`config.mk`:
```
export PLATFORM = sky130hd
export DESIGN_NAME = tmds_channel_decoder
export DESIGN_NICKNAME = d
export VERILOG_FILES = /design/src/rtl/tmds_channel_decoder.sv
export SDC_FILE = /design/constraint.sdc
export NUM_CORES = 1
export LEC_CHECK = 0
export CAP_MARGIN = 20
export CORE_ASPECT_RATIO = 1.5
export CORE_MARGIN = 2
export CORE_UTILIZATION = 45
export CTS_CLUSTER_DIAMETER = 50
export DETAILED_ROUTE_END_ITERATION = 12
export PLACE_DENSITY = 0.62
export RECOVER_POWER = 25
export SLEW_MARGIN = 20
export SYNTH_ARGS = -nofsm -noshare
export SYNTH_HDL_FRONTEND = slang
export SYNTH_SLANG_ARGS = --single-unit
```
`constraint.sdc`:
```
create_clock -name pixclk -period 5.2 [get_ports pixclk]
set_input_delay 1.56 -clock pixclk [delete_from_list [all_inputs] [get_ports pixclk]]
set_output_delay 1.56 -clock pixclk [all_outputs]
set_load 0.01 [all_outputs]
```
`src/rtl/tmds_channel_decoder.sv`:
```
// rtl/tmds_channel_decoder.sv - TMDS receive channel: symbol alignment from control tokens, decode, lock tracking.
module tmds_channel_decoder #(
  parameter int LOCK_COUNT = 8,
  parameter int MAX_ACTIVE = 1023
) (
  input  logic       pixclk,
  input  logic       rst_n,
  input  logic [9:0] tmds_word,
  output logic [7:0] data,
  output logic [1:0] ctrl,
  output logic       vde,
  output logic       locked,
  output logic [3:0] bit_offset,
  output logic [7:0] lock_loss_count
);

  localparam int MW = $clog2(LOCK_COUNT + 1);
  localparam int AW = $clog2(MAX_ACTIVE + 1);
  localparam logic [MW-1:0] MATCH_LAST  = MW'(LOCK_COUNT - 1);
  localparam logic [AW-1:0] ACTIVE_LAST = AW'(MAX_ACTIVE - 1);

  typedef enum logic {SEARCH, LOCKED} state_t;

  state_t        state, state_nxt;
  logic [MW-1:0] match_cnt, match_cnt_nxt;
  logic [AW-1:0] active_cnt, active_cnt_nxt;
  logic [3:0]    offset_nxt;
  logic [7:0]    loss_nxt;

  logic [9:0]  raw_q, raw_qq;
  logic [19:0] win, win_sh;
  logic [9:0]  sym;
  logic        sym_tok;
  logic [1:0]  sym_ctrl;

  logic [9:0]  sym_q;
  logic        tok_q;
  logic [1:0]  ctrl_q;

  function automatic logic [7:0] decode(input logic [9:0] s);
    logic [7:0] q;
    logic [7:0] d;
    q    = s[9] ? ~s[7:0] : s[7:0];
    d    = '0;
    d[0] = q[0];
    for (int i = 1; i < 8; i++)
      d[i] = s[8] ? (q[i] ^ q[i-1]) : ~(q[i] ^ q[i-1]);
    return d;
  endfunction

  // The older word sits in the low half so bit 0 of win is earliest on the wire.
  always_comb begin
    win      = {raw_q, raw_qq};
    win_sh   = win >> bit_offset;
    sym      = win_sh[9:0];
    sym_tok  = 1'b1;
    sym_ctrl = 2'b00;
    case (sym)
      10'b1101010100: sym_ctrl = 2'b00;
      10'b0010101011: sym_ctrl = 2'b01;
      10'b0101010100: sym_ctrl = 2'b10;
      10'b1010101011: sym_ctrl = 2'b11;
      default:        sym_tok  = 1'b0;
    endcase
  end

  always_comb begin
    state_nxt      = state;
    match_cnt_nxt  = match_cnt;
    active_cnt_nxt = active_cnt;
    offset_nxt     = bit_offset;
    loss_nxt       = lock_loss_count;
    case (state)
      SEARCH: begin
        if (sym_tok) begin
          if (match_cnt == MATCH_LAST) begin
            state_nxt      = LOCKED;
            match_cnt_nxt  = '0;
            active_cnt_nxt = '0;
          end else begin
            match_cnt_nxt = match_cnt + 1'b1;
          end
        end else begin
          match_cnt_nxt = '0;
          offset_nxt    = (bit_offset == 4'd9) ? 4'd0 : bit_offset + 4'd1;
        end
      end
      LOCKED: begin
        if (sym_tok) begin
          active_cnt_nxt = '0;
        end else if (active_cnt == ACTIVE_LAST) begin
          state_nxt      = SEARCH;
          active_cnt_nxt = '0;
          match_cnt_nxt  = '0;
          if (lock_loss_count != 8'hFF)
            loss_nxt = lock_loss_count + 8'd1;
        end else begin
          active_cnt_nxt = active_cnt + 1'b1;
        end
      end
      default: state_nxt = SEARCH;
    endcase
  end

  always_ff @(posedge pixclk or negedge rst_n) begin
    if (!rst_n) begin
      state           <= SEARCH;
      match_cnt       <= '0;
      active_cnt      <= '0;
      bit_offset      <= 4'd0;
      lock_loss_count <= 8'd0;
    end else begin
      state           <= state_nxt;
      match_cnt       <= match_cnt_nxt;
      active_cnt      <= active_cnt_nxt;
      bit_offset      <= offset_nxt;
      lock_loss_count <= loss_nxt;
    end
  end

  always_ff @(posedge pixclk or negedge rst_n) begin
    if (!rst_n) begin
      raw_q  <= '0;
      raw_qq <= '0;
      sym_q  <= '0;
      tok_q  <= 1'b0;
      ctrl_q <= 2'b00;
    end else begin
      raw_q  <= tmds_word;
      raw_qq <= raw_q;
      sym_q  <= sym;
      tok_q  <= sym_tok;
      ctrl_q <= sym_ctrl;
    end
  end

  // Output stage sees the state already updated for this symbol, so a lock loss blanks it.
  always_ff @(posedge pixclk or negedge rst_n) begin
    if (!rst_n) begin
      data <= 8'd0;
      ctrl <= 2'b00;
      vde  <= 1'b0;
    end else if (state == LOCKED) begin
      if (tok_q) begin
        data <= 8'd0;
        ctrl <= ctrl_q;
        vde  <= 1'b0;
      end else begin
        data <= decode(sym_q);
        vde  <= 1'b1;
      end
    end else begin
      data <= 8'd0;
      ctrl <= 2'b00;
      vde  <= 1'b0;
    end
  end

  assign locked = (state == LOCKED);

endmodule

```
==> run_summary.xml, run 1 <==
<?xml version="1.0" encoding="UTF-8"?>
<metrics>
  <group name="outcome">
    <metric name="outcome" unit="">finished with violations</metric>
    <metric name="failed_checks" unit="">max-capacitance violations, max-slew violations</metric>
  </group>
  <group name="global_route">
    <metric name="grt_overflow_total" unit="">0</metric>
    <metric name="grt_use_met3" unit="">0.0417</metric>
    <metric name="grt_start_max_net_pins" unit="">38</metric>
    <metric name="grt_usage" unit="">0.184</metric>
    <metric name="vias_in_the_first_global_route" unit="">2600</metric>
    <metric name="globalRoute.busiestLayer" unit="">met2</metric>
    <metric name="grt_util_met1" unit="">0.229</metric>
    <metric name="met2_usage" unit="">0.299</metric>
    <metric name="grt_first_pass_wirelength" unit="mm">13.0</metric>
    <metric name="grt_antenna_before_repair" unit="">0</metric>
  </group>
  <group name="worst_setup_path">
    <metric name="path_class" unit="">register to register</metric>
    <metric name="rrSetupSlack" unit="ns">1.48</metric>
    <metric name="worst_ep_required_time" unit="ns">5.38</metric>
    <metric name="rr_startpoint" unit="">bit_offset[0]</metric>
    <metric name="critPathMaxFanout" unit="">16</metric>
    <metric name="crit_start" unit="">bit_offset[0]</metric>
    <metric name="cp-endpoint" unit="">active_cnt[1]</metric>
    <metric name="cp_startpoint_kind" unit="">register</metric>
    <metric name="worst_setup_path_end_kind" unit="">register</metric>
    <metric name="regToRegEndpoint" unit="">active_cnt[1]</metric>
    <metric name="crit_arrival" unit="ns">3.90</metric>
    <metric name="rr_worst_depth" unit="">8</metric>
  </group>
  <group name="floorplanning">
    <metric name="number_of_standard_cell_rows_in_the_floorplan" unit="">41</metric>
    <metric name="start_util" unit="">0.455</metric>
    <metric name="die_height" unit="µm">116</metric>
    <metric name="coreArea" unit="mm²">0.00831</metric>
    <metric name="fp.dieW" unit="µm">78.8</metric>
    <metric name="ioPinCount" unit="">36</metric>
    <metric name="dieArea" unit="mm²">0.00917</metric>
  </group>
  <group name="routing">
    <metric name="routed_via_density" unit="">5.59</metric>
    <metric name="final_antenna_net_count" unit="">0</metric>
    <metric name="total_via_count_in_the_routed_design" unit="">2705</metric>
    <metric name="route.final.wire_length" unit="mm">7.75</metric>
    <metric name="drt_first_pass_iters" unit="">4</metric>
    <metric name="post_drt_wl_per_cell" unit="µm">16.0</metric>
    <metric name="drt_iter0_drc" unit="">122</metric>
    <metric name="drc" unit="">0</metric>
  </group>
  <group name="logic_synthesis">
    <metric name="mappedNetlistArea" unit="mm²">0.00378</metric>
    <metric name="synth_seq_area_share" unit="">0.470</metric>
    <metric name="ranking_of_synthesized_cells_by_instance_count" unit="">71 x sky130_fd_sc_hd__dfrtp_1, 23 x sky130_fd_sc_hd__nand2_1, 21 x sky130_fd_sc_hd__nor2_1, 20 x sky130_fd_sc_hd__nand3_1, 19 x sky130_fd_sc_hd__mux4_2</metric>
    <metric name="yosys.cell_count.top_type" unit="">sky130_fd_sc_hd__dfrtp_1</metric>
    <metric name="synth_edf_count" unit="">0</metric>
    <metric name="synth_area_leaders" unit="">sky130_fd_sc_hd__dfrtp_1 47%, sky130_fd_sc_hd__mux4_2 11%, sky130_fd_sc_hd__mux2i_1 4.2%, sky130_fd_sc_hd__xnor2_1 3.5%, sky130_fd_sc_hd__nand3_1 2.6%</metric>
    <metric name="postSynthCellCount" unit="">338</metric>
    <metric name="post_synthesis_cell_type_with_the_largest_combined_area" unit="">sky130_fd_sc_hd__dfrtp_1</metric>
    <metric name="synth.lib_cells_used.distinct" unit="">52</metric>
    <metric name="postSynthNetCount" unit="">354</metric>
    <metric name="ys_warn_count" unit="">0</metric>
    <metric name="syn_area_per_cell" unit="µm²">11.2</metric>
    <metric name="area_share_of_the_largest_cell_type_after_synthesis" unit="">0.470</metric>
    <metric name="synth-async-reset-ratio" unit="">1.00</metric>
    <metric name="postSynthRegisterBits" unit="">71</metric>
    <metric name="ys.flop_type" unit="">sky130_fd_sc_hd__dfrtp_1</metric>
  </group>
  <group name="pwr">
    <metric name="leakagePower" unit="nW">1.89</metric>
    <metric name="ir_drop" unit="mV">0.287</metric>
    <metric name="p_per_area" unit="mW/mm²">478</metric>
  </group>
  <group name="place">
    <metric name="detailedPlace.worstSlack" unit="ns">1.49</metric>
    <metric name="global_placer_s_final_weighted_congestion" unit="">0.947</metric>
    <metric name="place.port_buffers" unit="">35</metric>
    <metric name="detailed_place_hpwl" unit="mm">5.46</metric>
  </group>
  <group name="sta">
    <metric name="report.final.hold_viol_count" unit="">0</metric>
    <metric name="slew_viol_final" unit="">36</metric>
    <metric name="timing.slew.headroom" unit="">-0.148</metric>
    <metric name="timing.final.crit_period" unit="ns">3.72</metric>
    <metric name="finalSetupTns" unit="ns">0</metric>
    <metric name="worst_clock_skew" unit="ns">0.00532</metric>
    <metric name="max_slew.worst_pin.slew" unit="ns">1.72</metric>
    <metric name="final_critical_path_setup_slack" unit="ns">1.48</metric>
    <metric name="grt_setup_unrepaired" unit="">false</metric>
    <metric name="report.final.setup_viol" unit="">0</metric>
    <metric name="fmaxAchievable" unit="MHz">269</metric>
    <metric name="finalCritPeriodShare" unit="">0.715</metric>
  </group>
  <group name="clock_network">
    <metric name="numClockSinks" unit="">71</metric>
    <metric name="worstSkewPairLatency" unit="ns">0.33</metric>
    <metric name="worst_setup_hold_path_clk_slew" unit="ns">0.05</metric>
    <metric name="htree_levels" unit="">3</metric>
    <metric name="tritoncts" unit="">built</metric>
    <metric name="clockBufferDepth" unit="">2</metric>
    <metric name="cts_made_buffers" unit="">9</metric>
    <metric name="post_cts.repair.setup_buffers" unit="">0</metric>
    <metric name="cts_hold_buffers" unit="">0</metric>
    <metric name="cts.root.buffer_cell" unit="">sky130_fd_sc_hd__clkbuf_16</metric>
    <metric name="post_cts_resized" unit="">0</metric>
  </group>
  <group name="cells_and_area">
    <metric name="nets" unit="">388</metric>
    <metric name="final_layout_size_suffix_gt1_frac" unit="">0.138</metric>
    <metric name="layout.area.seq" unit="mm²">0.00178</metric>
    <metric name="layout.filler_cells" unit="">764</metric>
    <metric name="multi_input_area" unit="mm²">0.00183</metric>
    <metric name="growth_of_design_area_from_synthesis_to_finish" unit="%">18.8</metric>
    <metric name="antennaDiodeCount" unit="">0</metric>
  </group>
  <group name="hold_path">
    <metric name="hold_class" unit="">register to register</metric>
  </group>
  <group name="flow_run">
    <metric name="drv.max_cap_violation_count" unit="">1</metric>
  </group>
</metrics>
[through the flow]
step                power [mW]  area [µm²]  cells  hold slack (ns)  utilization
finish                    2.14        4490    484            0.473        0.541
global route              2.27        4490    484            0.500        0.541
CTS                       2.16        4490    484            0.472        0.541
detailed placement        1.55        4190    468            0.462        0.505
global placement          1.54        4190    468            0.445        0.505
floorplan                 1.38        3780    338            0.403            -
[worst max-delay path, cell delays in order, from the launching register on]
cell and delay [ns]:
sky130_fd_sc_hd__dfrtp_1 0.62, sky130_fd_sc_hd__buf_4 0.37, sky130_fd_sc_hd__mux4_2 0.55, sky130_fd_sc_hd__mux4_2 0.52, sky130_fd_sc_hd__nand4b_1 0.22, sky130_fd_sc_hd__a211o_1 0.35, sky130_fd_sc_hd__and2_4 0.18, sky130_fd_sc_hd__o21ai_1 0.57
sky130_fd_sc_hd__o22ai_1 0.17
[worst min path at each step]
stage                     startpoint  slack, ns  cells past startpoint         to
after floorplan             raw_q[9]       0.40                      0  raw_qq[9]
after global placement      raw_q[9]       0.45                      0  raw_qq[9]
after detailed placement    raw_q[9]       0.46                      0  raw_qq[9]
after CTS                   raw_q[9]       0.47                      0  raw_qq[9]
after global routing        raw_q[9]       0.50                      0  raw_qq[9]
final                       raw_q[9]       0.47                      0  raw_qq[9]
[flip-flops by register name (all words and copies together) (netlist names)]
register / flops
data: 8
vde: 1
match_cnt: 4
raw_qq: 10
raw_q: 10
locked: 1
tok_q: 1
bit_offset: 4
sym_q: 10
ctrl: 2
ctrl_q: 2
lock_loss_count: 8
active_cnt: 10
[cell usage in the layout, fill, tap and decap left out, types with 4 or more instances in the layout]
| master | instances |
|---|---|
| sky130_fd_sc_hd__clkdlybuf4s50_1 | 24 |
| sky130_fd_sc_hd__o22ai_1 | 5 |
| sky130_fd_sc_hd__mux2_2 | 7 |
| sky130_fd_sc_hd__a21o_1 | 5 |
| sky130_fd_sc_hd__nand3_1 | 20 |
| sky130_fd_sc_hd__buf_4 | 4 |
| sky130_fd_sc_hd__nor3_1 | 7 |
| sky130_fd_sc_hd__mux4_2 | 19 |
| sky130_fd_sc_hd__o21ai_0 | 15 |
| sky130_fd_sc_hd__o21ai_1 | 4 |
| sky130_fd_sc_hd__dlygate4sd3_1 | 10 |
| sky130_fd_sc_hd__nand4_1 | 6 |
| sky130_fd_sc_hd__xor2_1 | 6 |
| sky130_fd_sc_hd__a21oi_1 | 5 |
| sky130_fd_sc_hd__nor2b_1 | 7 |
| sky130_fd_sc_hd__nor4_1 | 4 |
| sky130_fd_sc_hd__nor2_1 | 21 |
| sky130_fd_sc_hd__nand2b_1 | 4 |
| sky130_fd_sc_hd__inv_1 | 16 |
| sky130_fd_sc_hd__clkbuf_16 | 9 |
| sky130_fd_sc_hd__nand2_1 | 23 |
| sky130_fd_sc_hd__and2_1 | 4 |
| sky130_fd_sc_hd__mux2i_1 | 16 |
| sky130_fd_sc_hd__ha_1 | 4 |
| sky130_fd_sc_hd__dfrtp_1 | 71 |
| sky130_fd_sc_hd__xnor2_1 | 15 |
[cells by family after synthesis]
family | after synthesis | synth area share
AO/OA/AOI/OAI | 54 | 0.0930
XOR/XNOR | 21 | 0.0486
multiplexers | 43 | 0.180
adder cells (fa/ha/maj) | 4 | 0.0132
AND/OR/NAND/NOR | 110 | 0.150
flip-flops | 71 | 0.470
buffers and inverters | 35 | 0.0450
[metal layers]
metal,share of wire,wire length [µm],vias up
li1,-,-,1285
met1,0.41,3180,1323
met2,0.52,4000,80
met3,0.038,297,17
met4,0.036,276,0
met5,0,0,-
[layout make-up]
cell class	count	share of cell area
clock buffer	10	0.0532
clock inverter	6	0.0134
inverter	19	0.0164
multi-input combinational	232	0.408
sequential	71	0.396
tap	107	0.0298
timing repair buffer	39	0.0833
[report_power, final]
group / total [mW] / leakage, nW / switching [mW] / internal (mW)
clock network: 0.604 / 0.144 / 0.223 / 0.381
logic: 0.808 / 0.829 / 0.386 / 0.422
registers: 0.733 / 0.913 / 0.113 / 0.620
Power figures use the tool's default switching activity.
==> run 2: changes to the inputs <==
- PLACE_DENSITY: 0.62 -> 0.65
- clock period: 5.2 -> 3.05 ns (I/O delays scaled with it)
==> run 2 against run 1 <==
  * The flow now finishes without violations
  * Register-to-register slack worse by 1.4 ns
  * Worst setup slack worse by 1.4 ns
  * Worst hold slack better by 0.0022 ns
  * Critical endpoint is now lock_loss_count[1]
  * Critical path depth is 1 higher
==> run_summary.xml, run 2 (synthesis results as in run 1) <==
<?xml version="1.0" encoding="UTF-8"?>
<metrics>
  <group name="outcome">
    <metric name="outcome" unit="">completed</metric>
  </group>
  <group name="place">
    <metric name="place.port_buffers" unit="">35</metric>
    <metric name="detailed_place_hpwl" unit="mm">6.08</metric>
    <metric name="global_placer_s_final_weighted_congestion" unit="">0.937</metric>
    <metric name="placed_area" unit="mm²">0.00439</metric>
  </group>
  <group name="clock_network">
    <metric name="htree_levels" unit="">3</metric>
    <metric name="clockBufferDepth" unit="">2</metric>
    <metric name="cts_hold_buffers" unit="">0</metric>
    <metric name="numClockSinks" unit="">71</metric>
    <metric name="tritoncts" unit="">built</metric>
    <metric name="cts_made_buffers" unit="">9</metric>
    <metric name="worst_setup_hold_path_clk_slew" unit="ns">0.05</metric>
    <metric name="worstSkewPairLatency" unit="ns">0.33</metric>
    <metric name="cts.root.buffer_cell" unit="">sky130_fd_sc_hd__clkbuf_16</metric>
  </group>
  <group name="sta">
    <metric name="timing.final.crit_period" unit="ns">2.92</metric>
    <metric name="report.final.setup_viol" unit="">0</metric>
    <metric name="fmaxAchievable" unit="MHz">342</metric>
    <metric name="finalCritPeriodShare" unit="">0.958</metric>
    <metric name="report.final.hold_viol_count" unit="">0</metric>
    <metric name="finalSetupTns" unit="ns">0</metric>
    <metric name="worst_clock_skew" unit="ns">0.00369</metric>
    <metric name="timing.slew.headroom" unit="">0.217</metric>
    <metric name="slew_viol_final" unit="">0</metric>
    <metric name="max_slew.worst_pin.slew" unit="ns">1.17</metric>
  </group>
  <group name="pwr">
    <metric name="p_per_area" unit="mW/mm²">829</metric>
    <metric name="ir_drop" unit="mV">0.452</metric>
    <metric name="leakagePower" unit="nW">2.02</metric>
  </group>
  <group name="worst_setup_path">
    <metric name="crit_path_cell_trace" unit="">mux4_2 -&gt; mux4_2 -&gt; and4_1 -&gt; nand4b_1 -&gt; a211o_2 -&gt; and2_4 -&gt; inv_4 -&gt; or3_4 -&gt; mux2_4</metric>
    <metric name="crit_arrival" unit="ns">3.14</metric>
    <metric name="slowest_stage" unit="">sky130_fd_sc_hd__mux4_2</metric>
    <metric name="worst_setup_path_end_kind" unit="">register</metric>
    <metric name="rr_startpoint" unit="">bit_offset[0]</metric>
    <metric name="regToRegEndpoint" unit="">lock_loss_count[1]</metric>
    <metric name="rr_worst_depth" unit="">9</metric>
    <metric name="worst_ep_required_time" unit="ns">3.27</metric>
    <metric name="path_class" unit="">register to register</metric>
    <metric name="rrSetupSlack" unit="ns">0.13</metric>
    <metric name="crit_start" unit="">bit_offset[0]</metric>
    <metric name="worst_path_most_repeated_cell" unit="">sky130_fd_sc_hd__mux4_2</metric>
    <metric name="cp_slowest_stage_delay" unit="ns">0.54</metric>
    <metric name="cp_startpoint_kind" unit="">register</metric>
    <metric name="cp-endpoint" unit="">lock_loss_count[1]</metric>
    <metric name="critPathMaxFanout" unit="">8</metric>
  </group>
  <group name="routing">
    <metric name="final_antenna_net_count" unit="">0</metric>
    <metric name="drc" unit="">0</metric>
    <metric name="drt_first_pass_iters" unit="">4</metric>
    <metric name="total_via_count_in_the_routed_design" unit="">2880</metric>
    <metric name="drt_iter0_drc" unit="">215</metric>
    <metric name="routed_via_density" unit="">5.68</metric>
    <metric name="post_drt_wl_per_cell" unit="µm">15.9</metric>
    <metric name="route.final.wire_length" unit="mm">8.07</metric>
  </group>
  <group name="global_route">
    <metric name="grt_start_max_net_pins" unit="">28</metric>
    <metric name="grt_antenna_before_repair" unit="">0</metric>
    <metric name="grt_usage" unit="">0.196</metric>
    <metric name="vias_in_the_first_global_route" unit="">2846</metric>
    <metric name="grt_first_pass_wirelength" unit="mm">13.7</metric>
    <metric name="grt_overflow_total" unit="">0</metric>
  </group>
  <group name="cells_and_area">
    <metric name="antennaDiodeCount" unit="">0</metric>
    <metric name="fin_area" unit="mm²">0.00473</metric>
    <metric name="postLayoutCoreUtil" unit="">0.569</metric>
    <metric name="nets" unit="">412</metric>
    <metric name="final_layout_size_suffix_gt1_frac" unit="">0.198</metric>
    <metric name="layout_commonest_cell" unit="">sky130_fd_sc_hd__dfrtp_1</metric>
    <metric name="most-common-layout-cells" unit="">68 x sky130_fd_sc_hd__dfrtp_1, 27 x sky130_fd_sc_hd__clkdlybuf4s50_1, 26 x sky130_fd_sc_hd__buf_4</metric>
    <metric name="growth_of_design_area_from_synthesis_to_finish" unit="%">25.1</metric>
  </group>
  <group name="flow_run">
    <metric name="drv.max_cap_violation_count" unit="">0</metric>
  </group>
  <group name="floorplanning">
    <metric name="dieArea" unit="mm²">0.00917</metric>
    <metric name="number_of_standard_cell_rows_in_the_floorplan" unit="">41</metric>
    <metric name="fp.dieW" unit="µm">78.8</metric>
    <metric name="ioPinCount" unit="">36</metric>
    <metric name="coreArea" unit="mm²">0.00831</metric>
    <metric name="die_height" unit="µm">116</metric>
    <metric name="start_util" unit="">0.455</metric>
  </group>
  <group name="hold_path">
    <metric name="hold_class" unit="">register to register</metric>
  </group>
</metrics>
-- run 2: cell count changes in the layout (fill, tap and decap cells not counted), sizes merged, moves of 2 or more --
cell and delta:
buf +23, clkinvlp -2, clkbuf +3, clkinv -2, clkdlybuf4s50 +3, dlygate4sd3 -3
-- run 2: where the power goes --
part	leakage (nW)	internal (mW)	switching, mW	total, mW
Clock	0.165	0.775	0.359	1.13
Sequential	0.911	1.06	0.145	1.21
Combinational	0.947	0.845	0.734	1.58
-- run 2: per-stage QoR --
stage	instances	hold slack, ns	setup slack [ns]	power [mW]
2_1_floorplan	338	0.403	0.146	2.34
3_3_place_gp	492	0.441	0.0498	2.76
3_5_place_dp	492	0.466	0.0188	2.79
4_1_cts	507	0.478	0.0652	3.94
5_1_grt	507	0.494	-0.000702	4.15
6_report	507	0.475	0.128	3.92
-- run 2: worst min path at each step --
stage                   from   endpoint  slack [ns]  depth (start not counted)
floorplan           raw_q[9]  raw_qq[9]        0.40                          0
CTS                 raw_q[9]  raw_qq[9]        0.48                          0
global placement    raw_q[9]  raw_qq[9]        0.44                          0
global route        raw_q[9]  raw_qq[9]        0.49                          0
finish              raw_q[9]  raw_qq[9]        0.48                          0
detailed placement  raw_q[9]  raw_qq[9]        0.47                          0
-- run 2: area by class of cell --
cell class / instances / area, µm²
Multi-Input combinational cell: 232 / 1850
Clock inverter: 3 / 65.1
Clock buffer: 12 / 267
Timing Repair Buffer: 63 / 563
Fill cell: 748 / 3580
Tap cell: 107 / 134
Sequential cell: 71 / 1780
Inverter: 19 / 73.8
-- run 2: critical path: cells and delay by family, from the launching register on --
kind | cells | cell delay (ns)
AOI/OAI and AO/OA | 1 | 0.12
buffers and inverters | 1 | 0.04
DFF | 1 | 0.50
muxes | 3 | 1.35
and+or+nand+nor | 4 | 0.79
-- run 2: what timing repair did --
item / 4_1_cts / 5_1_grt
resized for setup: 1 / 4
setup buffers: 0 / 0
gates cloned: 0 / 0
endpoints found under the setup margin: 2 / 21
-- run 2: routing by layer --
metal	routed length, µm	vias up	global-route usage
met4	317	0	0.115
met1	3210	1428	0.231
li1	-	1337	-
met2	4150	89	0.330
met3	388	26	0.0417
met5	0	-	0
